<file path="config.mk">
export PLATFORM = sky130hd
export DESIGN_NAME = apb3_master_arbiter
export DESIGN_NICKNAME = d
export VERILOG_FILES = /design/src/rtl/apb3_master_arbiter.sv
export SDC_FILE = /design/constraint.sdc
export NUM_CORES = 1
export LEC_CHECK = 0
export CORE_ASPECT_RATIO = 1.1
export CORE_MARGIN = 4
export CORE_UTILIZATION = 32
export CTS_CLUSTER_DIAMETER = 40
export DETAILED_ROUTE_END_ITERATION = 7
export PLACE_DENSITY = 0.76
export SLEW_MARGIN = 20
export SYNTH_ARGS = -nofsm -noshare
export SYNTH_HDL_FRONTEND = slang
export SYNTH_SLANG_ARGS = --single-unit
</file>
<file path="constraint.sdc">
create_clock -name PCLK -period 1.45 [get_ports PCLK]
set_clock_uncertainty 0.05 [all_clocks]
set_input_delay 0.2175 -clock PCLK [delete_from_list [all_inputs] [get_ports PCLK]]
set_output_delay 0.2175 -clock PCLK [all_outputs]
set_load 0.03 [all_outputs]
</file>
<file path="src/rtl/apb3_master_arbiter.sv">
// ---------------------------------------------------------------------------
// apb3_master_arbiter
//   Round-robin arbiter plus APB3 master sequencer. NREQ requesters share one
//   APB3 bus; one transfer runs at a time (IDLE -> SETUP -> ACCESS -> DONE)
//   and the owner receives a one-cycle req_ack with read data and error.
//
// Optional feature macro: YAUART_APB_ARB_TIMEOUT_EN
//   defined   : ACCESS is abandoned after TIMEOUT cycles of PREADY=0 and
//               completes with rsp_err=1, rsp_rdata=0.
//   undefined : ACCESS waits for PREADY indefinitely.
//
// Ports
//   PCLK, PRESET          clock, synchronous active-high reset
//   req_valid/write       per-requester request and direction
//   req_addr/req_wdata    flattened per-requester payload (slice i = req i)
//   req_ack               one-hot completion pulse
//   rsp_rdata, rsp_err    completion data/status, held until next completion
//   PADDR..PENABLE        APB3 master outputs
//   PRDATA/PREADY/PSLVERR APB3 slave responses
// ---------------------------------------------------------------------------
module apb3_master_arbiter #(
   parameter int unsigned NREQ    = 2,
   parameter int unsigned APB3_AW = 32,
   parameter int unsigned APB3_DW = 32,
   parameter int unsigned TIMEOUT = 256
) (
   input  logic                    PCLK,
   input  logic                    PRESET,
   input  logic [NREQ-1:0]         req_valid,
   input  logic [NREQ-1:0]         req_write,
   input  logic [NREQ*APB3_AW-1:0] req_addr,
   input  logic [NREQ*APB3_DW-1:0] req_wdata,
   output logic [NREQ-1:0]         req_ack,
   output logic [APB3_DW-1:0]      rsp_rdata,
   output logic                    rsp_err,
   output logic [APB3_AW-1:0]      PADDR,
   output logic [APB3_DW-1:0]      PWDATA,
   output logic                    PWRITE,
   output logic                    PSEL,
   output logic                    PENABLE,
   input  logic [APB3_DW-1:0]      PRDATA,
   input  logic                    PREADY,
   input  logic                    PSLVERR
);

   localparam int unsigned PW   = (NREQ > 1) ? $clog2(NREQ) : 1;
   localparam int unsigned TO_W = $clog2(TIMEOUT + 1);

   // Elaboration-time parameter sanity check
   if (NREQ < 2 || TIMEOUT < 1) begin : g_param_chk
      $error("apb3_master_arbiter: NREQ must be >= 2 and TIMEOUT >= 1");
   end

   typedef enum logic [1:0] {
      S_IDLE   = 2'd0,
      S_SETUP  = 2'd1,
      S_ACCESS = 2'd2,
      S_DONE   = 2'd3
   } state_t;

   state_t              r_state,   w_state_nxt;
   logic [PW-1:0]       r_rr_ptr,  w_rr_ptr_nxt;
   logic [PW-1:0]       r_grant,   w_grant_nxt;
   logic [NREQ-1:0]     r_ack,     w_ack_nxt;
   logic [APB3_DW-1:0]  r_rdata,   w_rdata_nxt;
   logic                r_err,     w_err_nxt;
   logic [APB3_AW-1:0]  r_paddr,   w_paddr_nxt;
   logic [APB3_DW-1:0]  r_pwdata,  w_pwdata_nxt;
   logic                r_pwrite,  w_pwrite_nxt;
   logic                r_psel,    w_psel_nxt;
   logic                r_penable, w_penable_nxt;
`ifdef YAUART_APB_ARB_TIMEOUT_EN
   logic [TO_W-1:0]     r_to_cnt,  w_to_cnt_nxt;
`endif

   logic                w_any;
   logic [PW-1:0]       w_gnt;
   logic [PW-1:0]       w_cand;
   logic [APB3_AW-1:0]  w_sel_addr;
   logic [APB3_DW-1:0]  w_sel_wdata;
   logic                w_sel_write;

   // Round-robin search: first pending requester at or above rr_ptr, wrapping
   always_comb begin
      w_any  = 1'b0;
      w_gnt  = '0;
      w_cand = '0;
      for (int k = 0; k < int'(NREQ); k++) begin
         w_cand = PW'((int'(r_rr_ptr) + k) % int'(NREQ));
         if (!w_any && req_valid[w_cand]) begin
            w_any = 1'b1;
            w_gnt = w_cand;
         end
      end
   end

   // Payload of the requester being granted this cycle
   always_comb begin
      w_sel_addr  = '0;
      w_sel_wdata = '0;
      w_sel_write = 1'b0;
      for (int i = 0; i < int'(NREQ); i++) begin
         if (w_gnt == PW'(i)) begin
            w_sel_addr  = req_addr[i*APB3_AW +: APB3_AW];
            w_sel_wdata = req_wdata[i*APB3_DW +: APB3_DW];
            w_sel_write = req_write[i];
         end
      end
   end

   // Next-state and next-output logic
   always_comb begin
      w_state_nxt   = r_state;
      w_rr_ptr_nxt  = r_rr_ptr;
      w_grant_nxt   = r_grant;
      w_ack_nxt     = '0;
      w_rdata_nxt   = r_rdata;
      w_err_nxt     = r_err;
      w_paddr_nxt   = r_paddr;
      w_pwdata_nxt  = r_pwdata;
      w_pwrite_nxt  = r_pwrite;
      w_psel_nxt    = r_psel;
      w_penable_nxt = r_penable;
`ifdef YAUART_APB_ARB_TIMEOUT_EN
      w_to_cnt_nxt  = r_to_cnt;
`endif

      case (r_state)
         S_IDLE: begin
            if (w_any) begin
               w_state_nxt   = S_SETUP;
               w_grant_nxt   = w_gnt;
               w_rr_ptr_nxt  = PW'((int'(w_gnt) + 1) % int'(NREQ));
               w_paddr_nxt   = w_sel_addr;
               w_pwdata_nxt  = w_sel_wdata;
               w_pwrite_nxt  = w_sel_write;
               w_psel_nxt    = 1'b1;
               w_penable_nxt = 1'b0;
`ifdef YAUART_APB_ARB_TIMEOUT_EN
               w_to_cnt_nxt  = '0;
`endif
            end
         end

         S_SETUP: begin
            w_penable_nxt = 1'b1;
            w_state_nxt   = S_ACCESS;
         end

         S_ACCESS: begin
            if (PREADY) begin
               w_rdata_nxt   = r_pwrite ? '0 : PRDATA;
               w_err_nxt     = PSLVERR;
               w_psel_nxt    = 1'b0;
               w_penable_nxt = 1'b0;
               w_ack_nxt     = {{(NREQ-1){1'b0}}, 1'b1} << r_grant;
               w_state_nxt   = S_DONE;
            end
`ifdef YAUART_APB_ARB_TIMEOUT_EN
            // Last permitted wait cycle: terminate as an errored completion
            else if (r_to_cnt == TO_W'(TIMEOUT - 1)) begin
               w_rdata_nxt   = '0;
               w_err_nxt     = 1'b1;
               w_psel_nxt    = 1'b0;
               w_penable_nxt = 1'b0;
               w_ack_nxt     = {{(NREQ-1){1'b0}}, 1'b1} << r_grant;
               w_state_nxt   = S_DONE;
            end else begin
               w_to_cnt_nxt  = r_to_cnt + TO_W'(1);
            end
`endif
         end

         // Ack pulse is visible here; no arbitration so requesters can drop
         S_DONE: begin
            w_state_nxt = S_IDLE;
         end

         default: begin
            w_state_nxt = S_IDLE;
         end
      endcase
   end

   // State and output registers
   always_ff @(posedge PCLK) begin
      if (PRESET) begin
         r_state   <= S_IDLE;
         r_rr_ptr  <= '0;
         r_grant   <= '0;
         r_ack     <= '0;
         r_rdata   <= '0;
         r_err     <= 1'b0;
         r_paddr   <= '0;
         r_pwdata  <= '0;
         r_pwrite  <= 1'b0;
         r_psel    <= 1'b0;
         r_penable <= 1'b0;
`ifdef YAUART_APB_ARB_TIMEOUT_EN
         r_to_cnt  <= '0;
`endif
      end else begin
         r_state   <= w_state_nxt;
         r_rr_ptr  <= w_rr_ptr_nxt;
         r_grant   <= w_grant_nxt;
         r_ack     <= w_ack_nxt;
         r_rdata   <= w_rdata_nxt;
         r_err     <= w_err_nxt;
         r_paddr   <= w_paddr_nxt;
         r_pwdata  <= w_pwdata_nxt;
         r_pwrite  <= w_pwrite_nxt;
         r_psel    <= w_psel_nxt;
         r_penable <= w_penable_nxt;
`ifdef YAUART_APB_ARB_TIMEOUT_EN
         r_to_cnt  <= w_to_cnt_nxt;
`endif
      end
   end

   assign req_ack   = r_ack;
   assign rsp_rdata = r_rdata;
   assign rsp_err   = r_err;
   assign PADDR     = r_paddr;
   assign PWDATA    = r_pwdata;
   assign PWRITE    = r_pwrite;
   assign PSEL      = r_psel;
   assign PENABLE   = r_penable;

endmodule
</file>
# Word level (Yosys, flattened, before mapping)

Cells that the tools add are included.
W data, S select, Z words.

Input port bits: 168
Flip-flop bits (word level): 106
Output and inout port bits: 102

Equal/unequal tests: 5
Reduce and logical (&&, ||, !) cells: 11
Bitwise gates (word level): 2
Order comparisons: 2
Shifts and indexed selects: 1
Add/sub/neg operators: 2
Multiplexer cells: 20

Operator list:

| kind                  | count |
|---|---|
| $mux W32              | 3 |
| $mux W1               | 12 |
| $pmux W2 S4           | 1 |
| $reduce_and A2 Y1     | 3 |
| $reduce_and A3 Y1     | 2 |
| $eq A2 B2 Y1 const B  | 2 |
| $lt A1 B2 Y1 const B  | 2 |
| $mux W2               | 2 |
| $ne A2 B2 Y1 const B  | 2 |
| $pmux W1 S3           | 1 |
| $reduce_bool A3 Y1    | 1 |
| $reduce_or A3 Y1      | 1 |
| $add A1 B1 Y1 const B | 2 |
| $eq A2 B1 Y1 const B  | 1 |
| $logic_not A2 Y1      | 1 |
| $not A1 Y1            | 2 |
| $pmux W1 S2           | 1 |
| $reduce_bool A2 Y1    | 1 |
| $shl A1 B1 Y2 const A | 1 |
| $logic_and A1 B1 Y1   | 1 |
| $logic_not A1 Y1      | 1 |

# Longest topological paths before layout

Gate-level depths: netlist (run 1).

Word-level depth: 8
Gate-level depth with buffers: 7

# Worst setup path after synthesis (run 1)

OpenSTA, ideal clock, no wires.

Path kind: flip-flop to flip-flop
Start: reg r_state[0]
End: reg r_paddr[0], in the netlist PADDR[0]
Stages on the path, launching flop included: 8
Slack: -0.136 ns
Setup time: 0.122 ns
Buffers on the path: 2
Arrival time: 1.414 ns
Clock period less this slack: 1.586 ns
Data required time: 1.278 ns
Cell sequence: dfxtp_1 inv_1 ha_1 o21a_1 buf_2 buf_2 nor3b_1 a221o_1

Longest elaborated chain between the ends: 2

Ends and longest elaborated chain:

| item                               | line | RTL |
|---|---|---|
| from (decl)                        | 61   | `state_t r_state, w_state_nxt;` |
| from (signal assigned)             | 203  | `r_state <= w_state_nxt;` |
| $logic_not A2 Y1                   | 128  | `case (r_state)` |
| $reduce_and A2 Y1 (no source line) | --   |  |
| to (signal assigned)               | 209  | `r_paddr <= w_paddr_nxt;` |
| to (decl)                          | 67   | `logic [APB3_AW-1:0] r_paddr, w_paddr_nxt;` |

Every way passes these cells.
A chain may end at the register's enable or synchronous reset.

# Worst setup path in the final report (run 1)

Start: reg r_state[0]
End: reg r_paddr[23], in the netlist PADDR[23]

The elaborated chain is that of the path after synthesis.

==> flow_results.xml, run 1 <==
<?xml version="1.0" encoding="UTF-8"?>
<metrics>
  <group name="run_status">
    <metric name="status" unit="">finished with violations</metric>
    <metric name="failed_checks" unit="">setup timing</metric>
  </group>
  <group name="yosys">
    <metric name="synth_top_family_by_area" unit="">compound AO/OA/AOI/OAI gates</metric>
    <metric name="synth.mux.area_fraction" unit="%">0</metric>
    <metric name="synth.avg_cell_area" unit="sq um">11.7</metric>
    <metric name="yosys.cell_types.count" unit="">29</metric>
    <metric name="most_numerous_cell_in_the_yosys_netlist" unit="">dfxtp_1</metric>
    <metric name="synth.cells.most_frequent" unit="">dfxtp_1, nor3b_1, a221o_1, a22o_1, buf_2</metric>
    <metric name="ys_warns" unit="">0</metric>
    <metric name="synth_enable_flop_cells" unit="">0</metric>
    <metric name="synth_top_cells_by_area" unit="">dfxtp_1, a221o_1, nor3b_1</metric>
    <metric name="synth_xor_area_share" unit="%">0</metric>
    <metric name="synth_simple_gate_area_share" unit="%">15.2</metric>
    <metric name="synth_async_sr_flop_share" unit="%">0</metric>
    <metric name="ys.flop_type" unit="">dfxtp_1</metric>
    <metric name="synth_compound_area_share" unit="%">25.5</metric>
    <metric name="netlist.area_leader.share" unit="%">52.9</metric>
    <metric name="synthDominantAreaCellType" unit="">dfxtp_1</metric>
    <metric name="yosysSeqAreaShare" unit="%">52.9</metric>
    <metric name="yosys_register_bits" unit="">106</metric>
    <metric name="synth-adder-area-share" unit="%">1.25</metric>
    <metric name="syn_inst" unit="">343</metric>
    <metric name="synth_area" unit="sq um">4010</metric>
    <metric name="syn-num-nets" unit="">515</metric>
  </group>
  <group name="power_and_ir_drop">
    <metric name="leak_pwr" unit="uW">0.00338</metric>
    <metric name="p_per_area" unit="nW/um^2">1570</metric>
    <metric name="worst_ir_drop_on_vdd" unit="V">0.000838</metric>
  </group>
  <group name="critical_path">
    <metric name="maximum_single_stage_delay_on_the_critical_path" unit="ns">0.34</metric>
    <metric name="worst-endpoint-arrival" unit="ns">1.81</metric>
    <metric name="timing.reg2reg.worst_path_depth" unit="">7</metric>
    <metric name="worstPathMaxFanout" unit="">10</metric>
    <metric name="required" unit="ns">1.69</metric>
    <metric name="cp-end-kind" unit="">flop</metric>
    <metric name="crit_buf_inv" unit="">3</metric>
    <metric name="worst-path-stages" unit="">7</metric>
    <metric name="path_class" unit="">flop to flop</metric>
    <metric name="critical_path.startpoint_type" unit="">flop</metric>
    <metric name="cpLargestDelayFamily" unit="">compound AO/OA/AOI/OAI gates</metric>
    <metric name="timing.critical_path.cells" unit="">inv_4, ha_4, nand2_4, a211oi_4, buf_6, clkbuf_16, a221o_1</metric>
    <metric name="timing.critical_path.slowest_stage_cell" unit="">dfxtp_2</metric>
  </group>
  <group name="sta">
    <metric name="period_minus_slack" unit="ns">1.57</metric>
    <metric name="worst_slew_pin_slew" unit="ns">0.367</metric>
    <metric name="finalMaxSlewViolations" unit="">0</metric>
    <metric name="grt_setup_unrepaired" unit="">yes</metric>
    <metric name="setup_violators_final" unit="">91</metric>
    <metric name="timing.fmax" unit="GHz">0.637</metric>
    <metric name="report.final.hold_viol_count" unit="">0</metric>
    <metric name="timing.hold.ws" unit="ns">0.311</metric>
    <metric name="worst_slack" unit="ns">-0.121</metric>
    <metric name="max_slew_headroom_at_the_worst_pin" unit="%">75.6</metric>
    <metric name="fin_tns_setup" unit="ns">-7.13</metric>
    <metric name="post-route-period-util" unit="%">108</metric>
  </group>
  <group name="global_routing">
    <metric name="grt_pass1_wl" unit="um">22400</metric>
    <metric name="grt.overflow.total" unit="">0</metric>
    <metric name="antenna_found_initial" unit="">0</metric>
    <metric name="grt.total_usage" unit="%">19.5</metric>
    <metric name="grt_pass1_vias" unit="">4329</metric>
    <metric name="pin_count_of_the_biggest_net_entering_global_routing" unit="">42</metric>
  </group>
  <group name="floorplan">
    <metric name="num_rows" unit="">42</metric>
    <metric name="start_util" unit="%">33.0</metric>
    <metric name="core-area" unit="sq um">12100</metric>
    <metric name="floorplan.io_pins" unit="">270</metric>
    <metric name="die_x" unit="um">115</metric>
    <metric name="fp.dieArea" unit="sq um">14400</metric>
    <metric name="dieHeight" unit="um">125</metric>
  </group>
  <group name="placed_design">
    <metric name="place_hpwl" unit="um">11000</metric>
    <metric name="placement.setup.worst_slack" unit="ns">-0.328</metric>
    <metric name="numPortBuffers" unit="">269</metric>
    <metric name="place_congestion" unit="">0.773</metric>
  </group>
  <group name="drt">
    <metric name="detail-route-antenna-nets" unit="">0</metric>
    <metric name="remaining_drc_errors" unit="">0</metric>
    <metric name="wl" unit="um">16300</metric>
    <metric name="drt_first_iter_violations" unit="">197</metric>
    <metric name="total_number_of_vias" unit="">4228</metric>
    <metric name="routedWlPerCell" unit="um">20.2</metric>
    <metric name="routed_via_density" unit="">5.26</metric>
    <metric name="dr.pass1.iters" unit="">4</metric>
  </group>
  <group name="clock_network">
    <metric name="insertion_delay" unit="ns">0.34</metric>
    <metric name="cts_buffer_depth" unit="">2</metric>
    <metric name="ctsHoldBuffers" unit="">0</metric>
    <metric name="cts_sinks" unit="">106</metric>
    <metric name="clock_tree.htree_level_count" unit="">3</metric>
    <metric name="clk_root_buffer_cell" unit="">clkbuf_16</metric>
    <metric name="clk_transition_reported_paths" unit="ns">0.08</metric>
    <metric name="tritoncts_buffer_count" unit="">9</metric>
    <metric name="tritoncts" unit="">done</metric>
  </group>
  <group name="cells_and_area">
    <metric name="antenna_cells_inserted" unit="">0</metric>
    <metric name="net_count_of_the_finished_layout" unit="">817</metric>
    <metric name="layout-area-overhead-vs-synth" unit="%">93.6</metric>
    <metric name="drive_above_1_share" unit="%">14.9</metric>
  </group>
  <group name="hold_path">
    <metric name="whs_path_depth" unit="">3</metric>
    <metric name="hold_path.class" unit="">primary input to flop</metric>
  </group>
  <group name="job">
    <metric name="timing.max_cap.violations" unit="">0</metric>
  </group>
</metrics>
## worst reg2reg max path, delay by kind of cell (launching register included)
family                   cells  cell delay (ns)
AO/OA/AOI/OAI                2             0.45
buffers and inverters        3             0.41
flip-flops                   1             0.34
adder cells (fa/ha/maj)      1             0.20
AND/OR/NAND/NOR              1             0.07
## repair_timing
item | in CTS | in global routing
resized for setup | 104 | 23
buffers inserted | 2 | 9
hold endpoints to repair | 0 | 0
cloned | 2 | 12
pin swaps | 1 | 6
endpoints found under the setup margin | 166 | 101
## layout by cell type (no fill, tap or decap), types with 3 or more instances in the layout
cell / Yosys / final
buf_6: 5 / 14
dfxtp_1: 106 / 104
a22o_1: 32 / 32
buf_2: 21 / 3
clkdlybuf4s50_1: 0 / 166
dlygate4sd2_1: 0 / 98
clkbuf_16: 0 / 15
buf_4: 1 / 25
nand2_1: 6 / 3
nor3b_1: 67 / 66
buf_12: 0 / 11
a221o_1: 65 / 65
nor2_1: 3 / 3
## cell type report
class,count,area (sq um)
clock buffer,9,225
clock inverter,7,108
fill,948,4370
inverter,3,13.8
multi-input combinational,199,1790
sequential,106,2120
tap,154,193
timing repair buffer,326,3320
## state kept, by name, summed over array words and instances (netlist names)
signal and flops:
PWDATA 32, PWRITE 1, rsp_rdata 32, rsp_err 1
PADDR 32, r_rr_ptr 1, PENABLE 1, r_grant 1
req_ack 2, r_state 2, PSEL 1
## metrics by stage
stage	total power [uW]	cell area, sq um	util (%)	cells
5_1_grt	12700	7760	64.0	804
3_3_place_gp	9140	7110	58.6	763
4_1_cts	11800	7410	61.1	783
3_5_place_dp	9280	7110	58.6	763
6_report	12200	7760	64.0	804
2_1_floorplan	6780	4050	-	343
## cell families (layout without fill, tap and decap cells)
logic type	after synthesis	after routing
flip-flops	106	106
buffers and inverters	38	345
adder cells (fa/ha/maj)	4	4
AO/OA/AOI/OAI	109	109
AND/OR/NAND/NOR	86	86
## where the power goes
group / total (uW) / switching [uW] / internal (uW)
clock network: 2640 / 1230 / 1420
logic: 5600 / 2960 / 2640
registers: 3910 / 339 / 3570
## worst paths after layout
check	startpoint	to	slack [ns]
max reg2reg	r_state[0]$_SDFFE_PP0P_	PADDR[23]$_SDFFE_PP0P_	-0.12
min	PRESET	r_grant$_SDFFE_PP0P_	0.31
max	r_state[0]$_SDFFE_PP0P_	PADDR[23]$_SDFFE_PP0P_	-0.12
min reg2reg	rsp_rdata[2]$_SDFFE_PP0P_	rsp_rdata[2]$_SDFFE_PP0P_	0.43
## per-layer routing
| layer | share of wire (%) | routed length (um) | vias up | track usage, % |
|---|---|---|---|---|
| li1 | - | - | 1963 | - |
| met1 | 37 | 6020 | 2029 | 20.9 |
| met2 | 52 | 8430 | 208 | 35.6 |
| met3 | 8.7 | 1420 | 28 | 7.01 |
| met4 | 2.5 | 404 | 0 | 5.52 |
| met5 | 0 | 0 | - | 0 |
(Power assumes the default switching activity.)
==> run 2: changes to the inputs <==
--- a/config.mk
+++ b/config.mk
@@ -7,3 +7,3 @@
 export LEC_CHECK = 0
-export CORE_ASPECT_RATIO = 1.1
+export CORE_ASPECT_RATIO = 0.7
 export CORE_MARGIN = 4
==> constraint.sdc (replaced) <==
create_clock -name PCLK -period 1.45 [get_ports PCLK]
set_clock_uncertainty 0.05 [all_clocks]
set_input_delay 0.29 -clock PCLK [delete_from_list [all_inputs] [get_ports PCLK]]
set_output_delay 0.29 -clock PCLK [all_outputs]
set_load 0.03 [all_outputs]
==> run 2 against run 1 <==
Effect of this change: the flow still finishes with violations (setup timing); worst setup slack worse by 0.0027 ns; die area grew 0.19%; largest power group unchanged; clock power decreased by 6%; fmax fell by 0.17%; combinational power up 5.7%; non-clock buffer count shrank 5; clock-buffer cell count did not move; first-iteration DRC count is 12% lower; register-to-register slack hardly changed; highest routed layer unchanged; largest cell class unchanged; design area decreased by 0.53%.
==> flow_results.xml, run 2 (synthesis gave the netlist of run 1 again) <==
<?xml version="1.0" encoding="UTF-8"?>
<metrics>
  <group name="run_status">
    <metric name="status" unit="">finished with violations</metric>
    <metric name="failed_checks" unit="">setup timing</metric>
  </group>
  <group name="critical_path">
    <metric name="crit_buf_inv" unit="">3</metric>
    <metric name="maximum_single_stage_delay_on_the_critical_path" unit="ns">0.34</metric>
    <metric name="timing.critical_path.cells" unit="">inv_4, ha_4, o21a_4, buf_12, clkbuf_16, nor3b_1, a221o_1</metric>
    <metric name="worst-endpoint-arrival" unit="ns">1.75</metric>
    <metric name="timing.critical_path.slowest_stage_cell" unit="">dfxtp_2</metric>
    <metric name="critical_path.startpoint_type" unit="">flop</metric>
    <metric name="cp-end-kind" unit="">flop</metric>
    <metric name="required" unit="ns">1.62</metric>
    <metric name="path_class" unit="">flop to flop</metric>
    <metric name="worstPathMaxFanout" unit="">7</metric>
    <metric name="cpLargestDelayFamily" unit="">compound AO/OA/AOI/OAI gates</metric>
  </group>
  <group name="power_and_ir_drop">
    <metric name="total_power" unit="uW">12300</metric>
    <metric name="leak_pwr" unit="uW">0.00316</metric>
    <metric name="p_per_area" unit="nW/um^2">1590</metric>
    <metric name="worst_ir_drop_on_vdd" unit="V">0.000723</metric>
  </group>
  <group name="global_routing">
    <metric name="use_met1" unit="%">22.8</metric>
    <metric name="grt_pass1_wl" unit="um">23000</metric>
    <metric name="grtUsageMet2" unit="%">34.8</metric>
    <metric name="global_route.usage.met3" unit="%">8.45</metric>
    <metric name="pin_count_of_the_biggest_net_entering_global_routing" unit="">40</metric>
    <metric name="grt_busiest_layer" unit="">met2</metric>
    <metric name="grt_pass1_vias" unit="">4422</metric>
    <metric name="grt.total_usage" unit="%">20.2</metric>
    <metric name="grt.overflow.total" unit="">0</metric>
    <metric name="antenna_found_initial" unit="">0</metric>
  </group>
  <group name="drt">
    <metric name="routed_via_density" unit="">5.24</metric>
    <metric name="remaining_drc_errors" unit="">0</metric>
    <metric name="drt_first_iter_violations" unit="">173</metric>
    <metric name="routedWlPerCell" unit="um">20.6</metric>
    <metric name="wl" unit="um">16600</metric>
    <metric name="detail-route-antenna-nets" unit="">0</metric>
    <metric name="total_number_of_vias" unit="">4202</metric>
    <metric name="dr.pass1.iters" unit="">4</metric>
  </group>
  <group name="clock_network">
    <metric name="clock_tree.htree_level_count" unit="">3</metric>
    <metric name="tritoncts_buffer_count" unit="">9</metric>
    <metric name="insertion_delay" unit="ns">0.34</metric>
    <metric name="cts_buffer_depth" unit="">2</metric>
    <metric name="cts_sinks" unit="">106</metric>
    <metric name="tritoncts" unit="">done</metric>
    <metric name="clk_root_buffer_cell" unit="">clkbuf_16</metric>
    <metric name="clk_transition_reported_paths" unit="ns">0.08</metric>
  </group>
  <group name="cells_and_area">
    <metric name="fillCellCount" unit="">920</metric>
    <metric name="final_cell_mix" unit="">clkdlybuf4s50_1, dfxtp_1, a221o_1</metric>
    <metric name="ff_latch_area" unit="sq um">2120</metric>
    <metric name="net_count_of_the_finished_layout" unit="">812</metric>
    <metric name="postLayoutCoreUtil" unit="%">64.5</metric>
    <metric name="multi_input_area" unit="sq um">1790</metric>
    <metric name="antenna_cells_inserted" unit="">0</metric>
    <metric name="layout-area-overhead-vs-synth" unit="%">92.5</metric>
    <metric name="layout_commonest_cell" unit="">clkdlybuf4s50_1</metric>
    <metric name="drive_above_1_share" unit="%">18.6</metric>
  </group>
  <group name="sta">
    <metric name="worst_slack" unit="ns">-0.124</metric>
    <metric name="period_minus_slack" unit="ns">1.57</metric>
    <metric name="max_slew_headroom_at_the_worst_pin" unit="%">77.5</metric>
    <metric name="post-route-period-util" unit="%">109</metric>
    <metric name="setup_violators_final" unit="">80</metric>
    <metric name="grt_setup_unrepaired" unit="">yes</metric>
    <metric name="worst_slew_pin_slew" unit="ns">0.339</metric>
    <metric name="finalMaxSlewViolations" unit="">0</metric>
    <metric name="timing.fmax" unit="GHz">0.636</metric>
    <metric name="report.final.hold_viol_count" unit="">0</metric>
  </group>
  <group name="floorplan">
    <metric name="floorplan.io_pins" unit="">270</metric>
    <metric name="core-area" unit="sq um">12000</metric>
    <metric name="start_util" unit="%">33.5</metric>
    <metric name="dieHeight" unit="um">102</metric>
    <metric name="num_rows" unit="">33</metric>
    <metric name="die_x" unit="um">142</metric>
    <metric name="fp.dieArea" unit="sq um">14400</metric>
  </group>
  <group name="placed_design">
    <metric name="place_congestion" unit="">0.859</metric>
    <metric name="place_hpwl" unit="um">11300</metric>
    <metric name="numPortBuffers" unit="">269</metric>
  </group>
  <group name="hold_path">
    <metric name="hold_path.class" unit="">flop to flop</metric>
  </group>
  <group name="job">
    <metric name="timing.max_cap.violations" unit="">0</metric>
  </group>
</metrics>
run 2: worst paths after layout:
check | startpoint | to | slack (ns) | cells after the start
max | r_state[0]$_SDFFE_PP0P_ | PADDR[1]$_SDFFE_PP0P_ | -0.12 | 7
min | rsp_err$_SDFFE_PP0P_ | rsp_err$_SDFFE_PP0P_ | 0.41 | 2
max reg2reg | r_state[0]$_SDFFE_PP0P_ | PADDR[1]$_SDFFE_PP0P_ | -0.12 | 7
min reg2reg | rsp_err$_SDFFE_PP0P_ | rsp_err$_SDFFE_PP0P_ | 0.41 | 2
run 2: tightest hold or removal path: stages (launching register included):
cell	delay (ns)
dfxtp_1	0.31
nand2_1	0.05
a21oi_1	0.05
run 2: stage by stage:
step	setup slack (ns)	TNS (ns)	instances	cell area, sq um	hold slack [ns]
5_1_grt	-0.169	-12.27	802	7720	0.436
4_1_cts	-0.0961	-4.83	787	7470	0.407
2_1_floorplan	0.00194	0	343	4050	0.366
6_report	-0.124	-6.30	802	7720	0.408
3_3_place_gp	-0.356	-28.93	764	7130	0.393
3_5_place_dp	-0.387	-31.45	764	7130	0.398
run 2: report_power, final:
part / internal (uW) / total (uW) / leakage, uW / switching (uW)
sequential: 3570 / 3910 / 0.000868 / 337
combinational: 2840 / 5920 / 0.00214 / 3080
clock: 1230 / 2470 / 0.000150 / 1240
run 2: area by class of cell:
cell class / count / area share (%)
multi-input cells: 199 / 23.2
repair buffers: 321 / 42.6
clock buffers: 9 / 2.92
inverters: 3 / 0.178
flip-flops and latches: 106 / 27.5
well taps: 157 / 2.54
clock inverters: 7 / 1.05
run 2: repair_timing:
action | CTS | global route
setup buffers | 6 | 6
pin swaps | 2 | 40
gates cloned | 2 | 11
hold buffers | 0 | 0
resized for setup | 140 | 75
setup endpoints to repair | 198 | 175
run 2: routing by layer:
layer / vias up / part of all wire, %
met5: - / 0
met4: 0 / 2.5
met3: 28 / 9.0
met2: 190 / 49
met1: 2026 / 40
li1: 1958 / -
==> run 3: changes to the inputs <==
HOLD_SLACK_MARGIN = 0.02   (was unset)
SETUP_SLACK_MARGIN = 0.15   (was unset)
SLEW_MARGIN = 10   (was 20)
==> run 3 against run 2 <==
Effect of this change: die area did not move; clock power rose by 9.7%; sequential share of layout area rose by 1.6 points; non-clock buffer count fell by 10; worst setup slack improved by 0.050 ns; the run still ends with setup timing left; sequential power barely moved; cell count fell by 1.2%; flip-flop and latch count did not move; global-route usage fell by 0.79 points; via count fell by 1.3%; critical path depth did not move.
==> flow_results.xml, run 3 (synthesis gave the netlist of run 1 again) <==
<?xml version="1.0" encoding="UTF-8"?>
<metrics>
  <group name="critical_path">
    <metric name="path_class" unit="">flop to flop</metric>
    <metric name="worst-endpoint-arrival" unit="ns">1.70</metric>
    <metric name="rr_endpoint" unit="">PWDATA[21]$_SDFFE_PP0P_</metric>
    <metric name="worstPathMaxFanout" unit="">7</metric>
    <metric name="flop_to_flop_setup_slack" unit="ns">-0.07</metric>
    <metric name="regToRegStartpoint" unit="">r_state[0]$_SDFFE_PP0P_</metric>
    <metric name="timing.reg2reg.worst_path_depth" unit="">7</metric>
    <metric name="required" unit="ns">1.62</metric>
    <metric name="cp-end-kind" unit="">flop</metric>
    <metric name="critical_path.startpoint_type" unit="">flop</metric>
  </group>
  <group name="sta">
    <metric name="worst_slew_pin_slew" unit="ns">0.282</metric>
    <metric name="report.final.hold_viol_count" unit="">0</metric>
    <metric name="post-route-period-util" unit="%">105</metric>
    <metric name="timing.fmax" unit="GHz">0.656</metric>
    <metric name="grt_setup_unrepaired" unit="">yes</metric>
    <metric name="worst_slack" unit="ns">-0.0735</metric>
    <metric name="setup_violators_final" unit="">66</metric>
    <metric name="max_slew_headroom_at_the_worst_pin" unit="%">81.2</metric>
    <metric name="period_minus_slack" unit="ns">1.52</metric>
    <metric name="finalMaxSlewViolations" unit="">0</metric>
  </group>
  <group name="floorplan">
    <metric name="dieHeight" unit="um">102</metric>
    <metric name="floorplan.io_pins" unit="">270</metric>
    <metric name="die_x" unit="um">142</metric>
    <metric name="num_rows" unit="">33</metric>
    <metric name="fp.dieArea" unit="sq um">14400</metric>
    <metric name="core-area" unit="sq um">12000</metric>
    <metric name="start_util" unit="%">33.5</metric>
  </group>
  <group name="clock_network">
    <metric name="clk_transition_reported_paths" unit="ns">0.07</metric>
    <metric name="clock_tree.htree_level_count" unit="">3</metric>
    <metric name="tritoncts_buffer_count" unit="">9</metric>
    <metric name="cts_buffer_depth" unit="">2</metric>
    <metric name="tritoncts" unit="">done</metric>
    <metric name="insertion_delay" unit="ns">0.34</metric>
    <metric name="cts_sinks" unit="">106</metric>
    <metric name="clk_root_buffer_cell" unit="">clkbuf_16</metric>
  </group>
  <group name="drt">
    <metric name="routedWlPerCell" unit="um">19.9</metric>
    <metric name="total_number_of_vias" unit="">4147</metric>
    <metric name="routed_via_density" unit="">5.24</metric>
    <metric name="dr.pass1.iters" unit="">4</metric>
    <metric name="remaining_drc_errors" unit="">0</metric>
    <metric name="detail-route-antenna-nets" unit="">0</metric>
    <metric name="wl" unit="um">15800</metric>
    <metric name="drt_first_iter_violations" unit="">152</metric>
  </group>
  <group name="placed_design">
    <metric name="numPortBuffers" unit="">269</metric>
    <metric name="place_congestion" unit="">0.878</metric>
    <metric name="place_hpwl" unit="um">11200</metric>
    <metric name="placement.cell_area" unit="sq um">7130</metric>
  </group>
  <group name="cells_and_area">
    <metric name="final_cell_mix" unit="">clkdlybuf4s50_1, dfxtp_1, buf_2</metric>
    <metric name="postLayoutCoreUtil" unit="%">60.9</metric>
    <metric name="drive_above_1_share" unit="%">29.8</metric>
    <metric name="final_design_area_no_fill" unit="sq um">7300</metric>
    <metric name="layout_commonest_cell" unit="">clkdlybuf4s50_1</metric>
    <metric name="layout-area-overhead-vs-synth" unit="%">81.9</metric>
    <metric name="net_count_of_the_finished_layout" unit="">802</metric>
    <metric name="antenna_cells_inserted" unit="">0</metric>
  </group>
  <group name="hold_path">
    <metric name="timing.hold.worst_endpoint" unit="">r_state[1]$_SDFFE_PP0P_</metric>
    <metric name="whs_path_depth" unit="">3</metric>
    <metric name="hp-start" unit="">PRESET</metric>
    <metric name="hold_path.class" unit="">primary input to flop</metric>
  </group>
  <group name="global_routing">
    <metric name="antenna_found_initial" unit="">0</metric>
    <metric name="grt_pass1_vias" unit="">4230</metric>
    <metric name="grt.total_usage" unit="%">19.4</metric>
    <metric name="pin_count_of_the_biggest_net_entering_global_routing" unit="">33</metric>
    <metric name="grt.overflow.total" unit="">0</metric>
    <metric name="grt_pass1_wl" unit="um">22400</metric>
  </group>
  <group name="run_status">
    <metric name="failed_checks" unit="">setup timing</metric>
    <metric name="status" unit="">finished with violations</metric>
  </group>
  <group name="power_and_ir_drop">
    <metric name="worst_ir_drop_on_vdd" unit="V">0.000863</metric>
    <metric name="p_per_area" unit="nW/um^2">1640</metric>
    <metric name="leak_pwr" unit="uW">0.00307</metric>
  </group>
  <group name="job">
    <metric name="timing.max_cap.violations" unit="">0</metric>
  </group>
</metrics>
run 3: worst max path at each step:
| stage | startpoint | end | slack (ns) | cells past startpoint |
|---|---|---|---|---|
| global placement | req_valid[1] | PADDR[4]$_SDFFE_PP0P_ | -0.37 | 5 |
| global route | r_state[0]$_SDFFE_PP0P_ | PWDATA[21]$_SDFFE_PP0P_ | -0.11 | 7 |
| CTS | r_state[0]$_SDFFE_PP0P_ | PWDATA[24]$_SDFFE_PP0P_ | -0.05 | 7 |
| floorplan | r_state[1]$_SDFFE_PP0P_ | PADDR[0]$_SDFFE_PP0P_ | 0.02 | 7 |
| detailed placement | req_valid[1] | PWDATA[29]$_SDFFE_PP0P_ | -0.41 | 5 |
| finish | r_state[0]$_SDFFE_PP0P_ | PWDATA[21]$_SDFFE_PP0P_ | -0.07 | 7 |
run 3: layout make-up:
type | count | area (sq um)
clock buffers | 9 | 225
clock inverters | 7 | 108
fillers | 969 | 4680
inverters | 3 | 13.8
multi-input cells | 199 | 1820
flip-flops and latches | 106 | 2130
well taps | 157 | 196
repair buffers | 311 | 2810
run 3: power breakdown:
| part | internal [uW] | switching, uW | total, uW |
|---|---|---|---|
| registers | 3570 | 333 | 3900 |
| clock network | 1550 | 1170 | 2710 |
| logic | 2440 | 2940 | 5380 |
| total | 7560 | 4440 | 12000 |
run 3: metal layers:
| metal | routed length [um] | track usage (%) | vias to the layer above |
|---|---|---|---|
| li1 | - | - | 1939 |
| met3 | 1120 | 5.05 | 24 |
| met4 | 263 | 5.09 | 0 |
| met1 | 6780 | 24.5 | 2019 |
| met2 | 7610 | 33.4 | 165 |
| met5 | 0 | 0 | - |
run 3: through the flow:
stage	total power [uW]	hold WS, ns	setup slack (ns)	cells	setup TNS (ns)
final	12000	0.397	-0.0735	792	-3.57
after floorplan	6880	0.366	0.0205	343	0
after global placement	9140	0.396	-0.371	763	-28.23
after detailed placement	9280	0.413	-0.410	763	-30.23
after global routing	12500	0.419	-0.114	792	-6.13
after CTS	11600	0.384	-0.0548	785	-2.52
run 3: worst max-delay path, stage by stage (launching register included):
cell,delay [ns]
dfxtp_2,0.35
inv_4,0.05
ha_4,0.19
nand2_4,0.08
a211oi_4,0.04
buf_6,0.17
clkbuf_16,0.17
a221o_1,0.29
run 3: timing repair:
| item | 4_1_cts | 5_1_grt |
|---|---|---|
| pin swaps | 3 | 24 |
| buffers inserted | 5 | 1 |
| hold buffers | 0 | 0 |
| gates resized for setup | 508 | 21 |
| gates cloned | 1 | 6 |
| endpoints found under the setup margin | 202 | 107 |
| endpoints found under the hold margin | 0 | 0 |
